File: src/rtl/fpnew_classify_arbiter.sv
// ---------------------------------------------------------------------------
// fpnew_classify_arbiter
//
// Purpose:
//   Shares one floating-point classifier (FCLASS) between NumReq requesters.
//   Each cycle a round-robin arbiter picks one valid requester, and its
//   operand goes through the single classifier. The class mask, the
//   classification info, the requester index and the tag are stored in a
//   one-deep output register with a valid/ready handshake.
//
// Ports:
//   clk_i           rising-edge clock
//   rst_i           synchronous active-high reset
//   flush_i         synchronous discard of the held result
//   req_valid_i     per-requester request valid
//   req_ready_o     per-requester accept (one-hot or zero)
//   req_operand_i   per-requester operand
//   req_is_boxed_i  per-requester NaN-boxing status
//   req_tag_i       per-requester opaque tag
//   out_valid_o     held result valid
//   out_ready_i     downstream accept
//   out_class_o     RISC-V FCLASS one-hot mask
//   out_info_o      classification info of the held operand
//   out_id_o        index of the requester that produced the result
//   out_tag_o       tag of the held result
// ---------------------------------------------------------------------------

// Minimal format package: only the parts the classifier needs.
package fpnew_pkg;

   typedef enum logic [2:0] {
      FP32    = 3'd0,
      FP64    = 3'd1,
      FP16    = 3'd2,
      FP8     = 3'd3,
      FP16ALT = 3'd4
   } fp_format_e;

   typedef struct packed {
      logic is_normal;
      logic is_subnormal;
      logic is_zero;
      logic is_inf;
      logic is_nan;
      logic is_signalling;
      logic is_quiet;
      logic is_boxed;
   } fp_info_t;

   function automatic int unsigned exp_bits(fp_format_e fmt);
      case (fmt)
         FP64:    return 11;
         FP16:    return 5;
         FP8:     return 5;
         FP16ALT: return 8;
         default: return 8;
      endcase
   endfunction

   function automatic int unsigned man_bits(fp_format_e fmt);
      case (fmt)
         FP64:    return 52;
         FP16:    return 10;
         FP8:     return 2;
         FP16ALT: return 7;
         default: return 23;
      endcase
   endfunction

   function automatic int unsigned fp_width(fp_format_e fmt);
      return 1 + exp_bits(fmt) + man_bits(fmt);
   endfunction

endpackage

module fpnew_classify_arbiter #(
   parameter fpnew_pkg::fp_format_e FpFormat = fpnew_pkg::fp_format_e'(0),
   parameter int unsigned NumReq   = 4,
   parameter int unsigned TagWidth = 4,
   localparam int unsigned WIDTH    = fpnew_pkg::fp_width(FpFormat),
   localparam int unsigned IdxWidth = ($clog2(NumReq) > 1) ? $clog2(NumReq) : 1
) (
   input  logic                               clk_i,
   input  logic                               rst_i,
   input  logic                               flush_i,
   input  logic [NumReq-1:0]                  req_valid_i,
   output logic [NumReq-1:0]                  req_ready_o,
   input  logic [NumReq-1:0][WIDTH-1:0]       req_operand_i,
   input  logic [NumReq-1:0]                  req_is_boxed_i,
   input  logic [NumReq-1:0][TagWidth-1:0]    req_tag_i,
   output logic                               out_valid_o,
   input  logic                               out_ready_i,
   output logic [9:0]                         out_class_o,
   output fpnew_pkg::fp_info_t                out_info_o,
   output logic [IdxWidth-1:0]                out_id_o,
   output logic [TagWidth-1:0]                out_tag_o
);

   localparam int unsigned ExpBits = fpnew_pkg::exp_bits(FpFormat);
   localparam int unsigned ManBits = fpnew_pkg::man_bits(FpFormat);

   logic [IdxWidth-1:0] rr_ptr;
   logic [IdxWidth-1:0] grant_idx;
   logic [IdxWidth:0]   scan_sum;
   logic                grant_found;
   logic                stage_free;
   logic                handshake;

   logic [WIDTH-1:0]    sel_operand;
   logic                sel_boxed;
   logic [TagWidth-1:0] sel_tag;
   logic                sign;
   logic [ExpBits-1:0]  exponent;
   logic [ManBits-1:0]  mantissa;
   logic                exp_ones;
   logic                exp_zero;
   logic                man_zero;
   logic [9:0]          class_mask;
   fpnew_pkg::fp_info_t class_info;

   // Stage can take a new operand when the slot is empty or being drained.
   // Reset also blocks acceptance so nothing is handshaken while it is held.
   assign stage_free = (!out_valid_o || out_ready_i) && !flush_i && !rst_i;

   // Round-robin scan: visit indices rr_ptr, rr_ptr+1, ... wrapping at NumReq,
   // and take the first one that is requesting. The sum is one bit wider than
   // the index so the wrap comparison against NumReq cannot overflow.
   always_comb begin
      grant_found = 1'b0;
      grant_idx   = '0;
      scan_sum    = '0;
      for (int i = 0; i < NumReq; i++) begin
         scan_sum = {1'b0, rr_ptr} + (IdxWidth+1)'(i);
         if (scan_sum >= (IdxWidth+1)'(NumReq)) begin
            scan_sum = scan_sum - (IdxWidth+1)'(NumReq);
         end
         if (!grant_found && req_valid_i[scan_sum[IdxWidth-1:0]]) begin
            grant_found = 1'b1;
            grant_idx   = scan_sum[IdxWidth-1:0];
         end
      end
   end

   assign handshake = grant_found && stage_free;

   // Only the granted requester ever sees ready, and only when it will be taken.
   always_comb begin
      req_ready_o = '0;
      if (handshake) begin
         req_ready_o[grant_idx] = 1'b1;
      end
   end

   // Single shared classifier datapath, fed through the grant mux.
   assign sel_operand = req_operand_i[grant_idx];
   assign sel_boxed   = req_is_boxed_i[grant_idx];
   assign sel_tag     = req_tag_i[grant_idx];

   assign sign     = sel_operand[WIDTH-1];
   assign exponent = sel_operand[WIDTH-2 -: ExpBits];
   assign mantissa = sel_operand[ManBits-1:0];
   assign exp_ones = &exponent;
   assign exp_zero = ~|exponent;
   assign man_zero = ~|mantissa;

   // An operand that is not properly NaN-boxed is treated as the canonical
   // quiet NaN, whatever its bits say. NaN classes ignore the sign.
   always_comb begin
      class_mask = '0;
      class_info = '0;
      if (!sel_boxed) begin
         class_info.is_nan   = 1'b1;
         class_info.is_quiet = 1'b1;
         class_mask[9]       = 1'b1;
      end else if (exp_ones && man_zero) begin
         class_info.is_inf = 1'b1;
         if (sign) class_mask[0] = 1'b1;
         else      class_mask[7] = 1'b1;
      end else if (exp_ones) begin
         class_info.is_nan = 1'b1;
         if (mantissa[ManBits-1]) begin
            class_info.is_quiet = 1'b1;
            class_mask[9]       = 1'b1;
         end else begin
            class_info.is_signalling = 1'b1;
            class_mask[8]            = 1'b1;
         end
      end else if (exp_zero && man_zero) begin
         class_info.is_zero = 1'b1;
         if (sign) class_mask[3] = 1'b1;
         else      class_mask[4] = 1'b1;
      end else if (exp_zero) begin
         class_info.is_subnormal = 1'b1;
         if (sign) class_mask[2] = 1'b1;
         else      class_mask[5] = 1'b1;
      end else begin
         class_info.is_normal = 1'b1;
         if (sign) class_mask[1] = 1'b1;
         else      class_mask[6] = 1'b1;
      end
      class_info.is_boxed = sel_boxed;
   end

   // Output register and round-robin pointer. Reset beats flush, flush beats
   // a handshake; a handshake in a draining cycle replaces the result with
   // no bubble. Flush only drops valid and leaves the pointer alone.
   always_ff @(posedge clk_i) begin
      if (rst_i) begin
         out_valid_o <= 1'b0;
         out_class_o <= '0;
         out_info_o  <= '0;
         out_id_o    <= '0;
         out_tag_o   <= '0;
         rr_ptr      <= '0;
      end else if (flush_i) begin
         out_valid_o <= 1'b0;
      end else if (handshake) begin
         out_valid_o <= 1'b1;
         out_class_o <= class_mask;
         out_info_o  <= class_info;
         out_id_o    <= grant_idx;
         out_tag_o   <= sel_tag;
         rr_ptr      <= (grant_idx == IdxWidth'(NumReq-1)) ? '0
                                                          : grant_idx + IdxWidth'(1);
      end else if (out_ready_i) begin
         out_valid_o <= 1'b0;
      end
   end

endmodule

File: config.mk
export PLATFORM = sky130hd
export DESIGN_NAME = fpnew_classify_arbiter
export DESIGN_NICKNAME = d
export VERILOG_FILES = /design/src/rtl/fpnew_classify_arbiter.sv
export SDC_FILE = /design/constraint.sdc
export NUM_CORES = 1
export LEC_CHECK = 0
export CAP_MARGIN = 30
export CELL_PAD_IN_SITES_DETAIL_PLACEMENT = 2
export CELL_PAD_IN_SITES_GLOBAL_PLACEMENT = 2
export CORE_MARGIN = 2
export CORE_UTILIZATION = 15
export CTS_CLUSTER_SIZE = 40
export DETAILED_ROUTE_END_ITERATION = 6
export PLACE_DENSITY_LB_ADDON = 0.1
export SLEW_MARGIN = 20
export SYNTH_ARGS = -nofsm -noshare
export SYNTH_HDL_FRONTEND = slang
export SYNTH_SLANG_ARGS = --single-unit
File: constraint.sdc
create_clock -name clk_i -period 7.9 [get_ports clk_i]
set_input_delay 2.37 -clock clk_i [delete_from_list [all_inputs] [get_ports clk_i]]
set_output_delay 2.37 -clock clk_i [all_outputs]
set_load 0.02 [all_outputs]
# == Word-level counts from Yosys, hierarchy flattened ==
# Index checks and enable logic that the tools add are counted.
# word_totals
register_bits,27
latch_bits,0
ram_bits,0
romBits,0
in_bits,156
out_inout_bits,29
n_memories,0
# classes
n_addsub,8
multipliers,0
div,0
order_cmp,10
n_eq_ne,1
shift,0
n_mux,64
bitwise_logic,1
reduce_logical,24
# op_table
operator,n
binary-select mux 32 bit (select 2 bit),1
2-to-1 mux 32 bit,1
2-to-1 mux 1 bit,30
2-to-1 mux 2 bit,15
OR reduction 23 bit,1
"less-than comparator 2 x 3 -> 1 bit, second input constant",5
2-to-1 mux 3 bit,4
2-to-1 mux 4 bit,3
2-to-1 mux 6 bit,2
binary-select mux 1 bit (select 2 bit),5
">= comparator 3 bit, second input constant",3
logical AND 1 bit,9
2-to-1 mux 9 bit,1
binary-select mux 4 bit (select 2 bit),1
zero test 1 bit,8
AND reduction 8 bit,1
OR reduction 8 bit,1
"subtractor 2 x 1 -> 2 bit, second input constant",4
"adder 2 x 2 -> 3 bit, second input constant",2
"adder 2 x 1 -> 3 bit, second input constant",1
">= comparator 2 x 3 -> 1 bit, second input constant",1
"adder 2 x 1 -> 2 bit, second input constant",1
demux 1 bit (select 2 bit),1
"== test 2 bit, second input constant",1
6 further kinds,6

# == Logic depth before layout (Yosys ltp) ==
# depth
depth_word,23
depth_mapped,12
depth_no_buf,9

# == Least setup slack after synthesis ==
# No wires, ideal clock.
# synth_path
path_kind,input-to-output
start,in req_valid_i[0]
end,out req_ready_o[3]
arrival_ns,3.712
slack_ns,1.818
cell_stages,9
n_path_buf,3
cell_sequence,and2_4 > o2bb2ai_1 > or2_1 > buf_4 > inv_4 > buf_6 > buf_6 > ha_1 > and2_1
# synth_between
elab_chain_cells,17
# synth_lines
item,line_no,text
start: declaration,86,"input logic [NumReq-1:0] req_valid_i,"
binary-select mux 1 bit (select 2 bit),137,if (!grant_found && req_valid_i[scan_sum[IdxWidth-1:0]]) begin
2-to-1 mux 1 bit (implied by the code),137,
2-to-1 mux 1 bit,137,
zero test 1 bit,137,
logical AND 1 bit,137,
2-to-1 mux 1 bit,137,
zero test 1 bit,137,
logical AND 1 bit,137,
(+2 left out),n/a,
logical AND 1 bit,137,
2-to-1 mux 2 bit *,137,
named net grant_idx[0],103,logic [IdxWidth-1:0] grant_idx;
less-than comparator 2 x 3 -> 1 bit (implied by the code) or >= comparator 2 x 1 -> 1 bit (tied branches),150,req_ready_o[grant_idx] = 1'b1;
logical AND 1 bit (implied by the code),150,
2-to-1 mux 1 bit (implied by the code),150,
demux 1 bit (select 2 bit) *,150,
2-to-1 mux 4 bit *,149,if (handshake) begin
end: declaration,87,"output logic [NumReq-1:0] req_ready_o,"
# Mark *: on every way through the listed nets, which the timed path passes. The rest lies on a longest branch. The select of a mux whose other input is x is not followed.

# == Final worst setup path ==
# layout_path
start,in req_valid_i[0]
end,out req_ready_o[3]
# layout_between
elab_chain_cells,17
# layout_lines
item,line_no
binary-select mux 1 bit (select 2 bit),137
2-to-1 mux 1 bit (implied by the code),137
2-to-1 mux 1 bit,137
zero test 1 bit,137
logical AND 1 bit,137
2-to-1 mux 1 bit,137
zero test 1 bit,137
logical AND 1 bit,137
2-to-1 mux 1 bit,137
zero test 1 bit,137
logical AND 1 bit,137
2-to-1 mux 2 bit,137
less-than comparator 2 x 3 -> 1 bit (implied by the code) or >= comparator 2 x 1 -> 1 bit (tied branches),150
logical AND 1 bit (implied by the code),150
2-to-1 mux 1 bit (implied by the code),150
demux 1 bit (select 2 bit),150
2-to-1 mux 4 bit *,149
# Every way passes the cells marked *; elsewhere a longest branch is shown, timed or not. The select of a mux whose other input is x is not followed.

==> run summary <==
Layout
• 0 — antenna cells
• 106% — growth of design area from synthesis to finish
• 31.8% — Final Core Density
• 608 — Post-layout nets
• 619 — number of cells in the finished layout apart from fillers
• 6.04% — layout cells sized above 1

CTS
• 0.07 ns — clk slew on worst S/H paths
• sky130_fd_sc_hd__clkbuf_16 — clock tree root driver cell
• 0 — total of hold buffers inserted after clock tree synthesis
• 25 — clk sink count
• 0 — Post-CTS Resized
• 2 — clock buffer depth
• 3 — TritonCTS buffer count
• built — clock tree from TritonCTS
• 0.26 ns — worst-skew pair later-pin latency
• 0 — number of buffers inserted to repair setup after CTS
• 1 — H-Tree Level Count

Critical path
• 23 — Max FO, Critical Path
• 5.53 ns — endpoint required time on the critical path
• input pin to output port — startpoint-to-endpoint class of the critical path
• output port — critical path capture point type
• input pin — type of origin of the critical path
• 4.66 ns — worst path arrival time

Routing
• 4.43 — Vias/cell
• 0 — remaining routing DRC violations
• 0 — ANT nets after route
• 10.7 mm — overall routed net length
• 17.4 µm — detailed-route wire length per cell
• 68 — starting DRC count in detailed routing
• 4 — number of detailed-routing iterations run before antenna repair
• 2,745 — via total after detailed routing

GRT
• 17.0 mm — global-route wire length before repair
• 24 — maximum number of pins on one net before global-route repair
• 15.0% — global-route total usage across every layer
• 0 — total overflow reported by the global router
• 0 — number of antenna violations at the first check in global routing
• 3,169 — number of global-route vias before repair

Timing
• 0 — Setup-failing EPs final
• 142 MHz — highest attainable clock frequency
• 48.7% — worst slew margin relative to its limit
• 88.9% — part of the cycle the worst path needs
• 0.00554 ns — Layout Skew
• 0.763 ns — transition time of the tightest slew-check pin
• 0 — final number of hold-violating endpoints
• false — unrepaired setup endpoints after global routing
• 0.874 ns — Setup WS post-layout
• 0 — number of slew-limit violations in the final report
• 0 ns — total negative slack for setup checks
• 7.03 ns — post-layout minimum cycle time

Floorplanning
• 14,100 µm² — total die area
• 12,700 µm² — standard cell core area
• 41 — Placement Rows
• 185 — I/O pins
• 119 µm — Die Y-Extent
• 15.5% — starting density of the core
• 119 µm — Die Wd

Yosys
• 25.4% — Yosys top cell area share
• 25 — total of flip-flops plus latches after synthesis
• 0 — Yosys warning count
• 0% — Post-synth ARST share
• sky130_fd_sc_hd__dfxtp_1 — commonest register cell after synthesis
• 47 — Distinct cells, synth
• 430 — Net Count, Synth
• 7.29 µm² — syn_area_per_cell
• 25.4% — sequential element share of the synthesized area
• 270 — Synth Instances
• 1970 µm² — combined area of all synthesized cells
• 0 — number of synthesized flops with an enable pin
• sky130_fd_sc_hd__nand3_1 — most frequently used cell type in the post-synthesis netlist
• 44 x sky130_fd_sc_hd__nand3_1, 39 x sky130_fd_sc_hd__nand2_1, 25 x sky130_fd_sc_hd__dfxtp_1 — most instantiated cells after synthesis
• sky130_fd_sc_hd__dfxtp_1 25%, sky130_fd_sc_hd__nand3_1 11%, sky130_fd_sc_hd__nand2_1 7.4% — cell types occupying the most area after synthesis
• sky130_fd_sc_hd__dfxtp_1 — cell type contributing the most total cell area after synthesis

Power and ir drop
• 447 µW — Total Power
• 65.8 µV — Worst VDD drop
• 0.00142 µW — leakage power
• 110 nW/µm² — pwr dens

Outcome
• completed — result of the run

Job
• 0 — max-cap violation count

Placed design
• 184 — count of port buffers added during placement
• 0.792 — global placer's final weighted congestion
• 615 — placed cells
• 0.816 ns — minimum setup slack after placement
• 9.28 mm — total half-perimeter wirelength after legalization and detailed placement

Min path
• register to register — path category of the worst min-delay check

## power breakdown
group | leakage [µW] | switching (µW) | total (µW) | internal [µW]
sequential | 0.000203 | 4.03 | 135 | 131
clock | 0.0000409 | 46.7 | 115 | 68.3
combinational | 0.00117 | 88.0 | 196 | 108
total | 0.00142 | 139 | 447 | 308
## area by class of cell
| cell class | instances | area, µm² |
|---|---|---|
| Clock inverter | 1 | 5.00 |
| Clock buffer | 3 | 75.1 |
| Inverter | 5 | 21.3 |
| Fill cell | 1500 | 8670 |
| Sequential cell | 25 | 500 |
| Timing Repair Buffer | 191 | 1890 |
| Multi-Input combinational cell | 222 | 1340 |
| Tap cell | 172 | 215 |
## state kept, by name, indices dropped and copies added (netlist names)
signal / cells
out_class_o: 10
out_info_o: 6
out_tag_o: 4
out_id_o: 2
rr_ptr: 2
out_valid_o: 1
## worst paths after layout
| kind | startpoint | endpoint | slack (ns) | cells after the start |
|---|---|---|---|---|
| worst max-delay path | req_valid_i[0] | req_ready_o[3] | 0.87 | 8 |
| worst min-delay path | out_class_o[7] | out_class_o[7] | 0.45 | 2 |
| worst max register to register | rr_ptr[1] | out_info_o[6] | 5.33 | 9 |
| worst min register to register | out_class_o[7] | out_class_o[7] | 0.45 | 2 |
## cells by family after synthesis
| logic type | synth area share, % |
|---|---|
| and+or+nand+nor | 40.8 |
| AOI/OAI and AO/OA | 23.3 |
| DFF | 25.4 |
| buffers and inverters | 6.93 |
| adders and majority gates | 2.54 |
| muxes | 1.02 |
## through the flow
stage,hold WS [ns],area (µm²)
2_1_floorplan,0.486,1970
3_5_place_dp,0.444,3970
6_report,0.449,4050
4_1_cts,0.453,4050
5_1_grt,0.475,4050
3_3_place_gp,0.438,3970
## cells in the final DEF, fill, tap and decap left out, types with 2 or more instances in the layout
| cell type | netlist | final |
|---|---|---|
| sky130_fd_sc_hd__o21ai_1 | 3 | 3 |
| sky130_fd_sc_hd__a22oi_1 | 4 | 4 |
| sky130_fd_sc_hd__nor4_1 | 22 | 21 |
| sky130_fd_sc_hd__a32o_1 | 3 | 3 |
| sky130_fd_sc_hd__buf_4 | 6 | 7 |
| sky130_fd_sc_hd__nand4_1 | 9 | 9 |
| sky130_fd_sc_hd__nor2_1 | 9 | 9 |
| sky130_fd_sc_hd__o21ai_0 | 18 | 18 |
| sky130_fd_sc_hd__inv_1 | 3 | 3 |
| sky130_fd_sc_hd__a211oi_4 | 2 | 2 |
| sky130_fd_sc_hd__nand2_1 | 39 | 39 |
| sky130_fd_sc_hd__nand2_2 | 2 | 2 |
| sky130_fd_sc_hd__or4_1 | 3 | 3 |
| sky130_fd_sc_hd__nor3_1 | 4 | 4 |
| sky130_fd_sc_hd__dfxtp_1 | 25 | 25 |
| sky130_fd_sc_hd__a21oi_1 | 14 | 14 |
| sky130_fd_sc_hd__a22o_1 | 4 | 4 |
| sky130_fd_sc_hd__clkbuf_16 | 0 | 3 |
| sky130_fd_sc_hd__ha_1 | 4 | 4 |
| sky130_fd_sc_hd__nand3_1 | 44 | 44 |
| sky130_fd_sc_hd__and3_1 | 4 | 4 |
| sky130_fd_sc_hd__a211oi_1 | 2 | 2 |
| sky130_fd_sc_hd__mux2i_1 | 2 | 2 |
| sky130_fd_sc_hd__a211oi_2 | 2 | 2 |
| sky130_fd_sc_hd__clkdlybuf4s50_1 | 0 | 184 |
| sky130_fd_sc_hd__and2_1 | 4 | 4 |
| sky130_fd_sc_hd__nor2b_1 | 3 | 3 |
| sky130_fd_sc_hd__nand2b_1 | 5 | 5 |
## worst max-delay path, cell delays in order
cell	delay, ns
sky130_fd_sc_hd__clkdlybuf4s50_1	0.45
sky130_fd_sc_hd__and2_4	0.20
sky130_fd_sc_hd__o2bb2ai_1	0.13
sky130_fd_sc_hd__or2_1	0.28
sky130_fd_sc_hd__inv_4	0.26
sky130_fd_sc_hd__ha_1	0.23
sky130_fd_sc_hd__and2_1	0.13
sky130_fd_sc_hd__clkdlybuf4s50_1	0.60
## routing by layer
layer,wire (µm),up-vias,global-route usage [%]
met4,179,0,3.65
li1,-,1361,-
met5,0,-,0
met2,5540,76,28.1
met3,442,10,1.88
met1,4580,1298,18.1
Power figures use the tool's default switching activity.
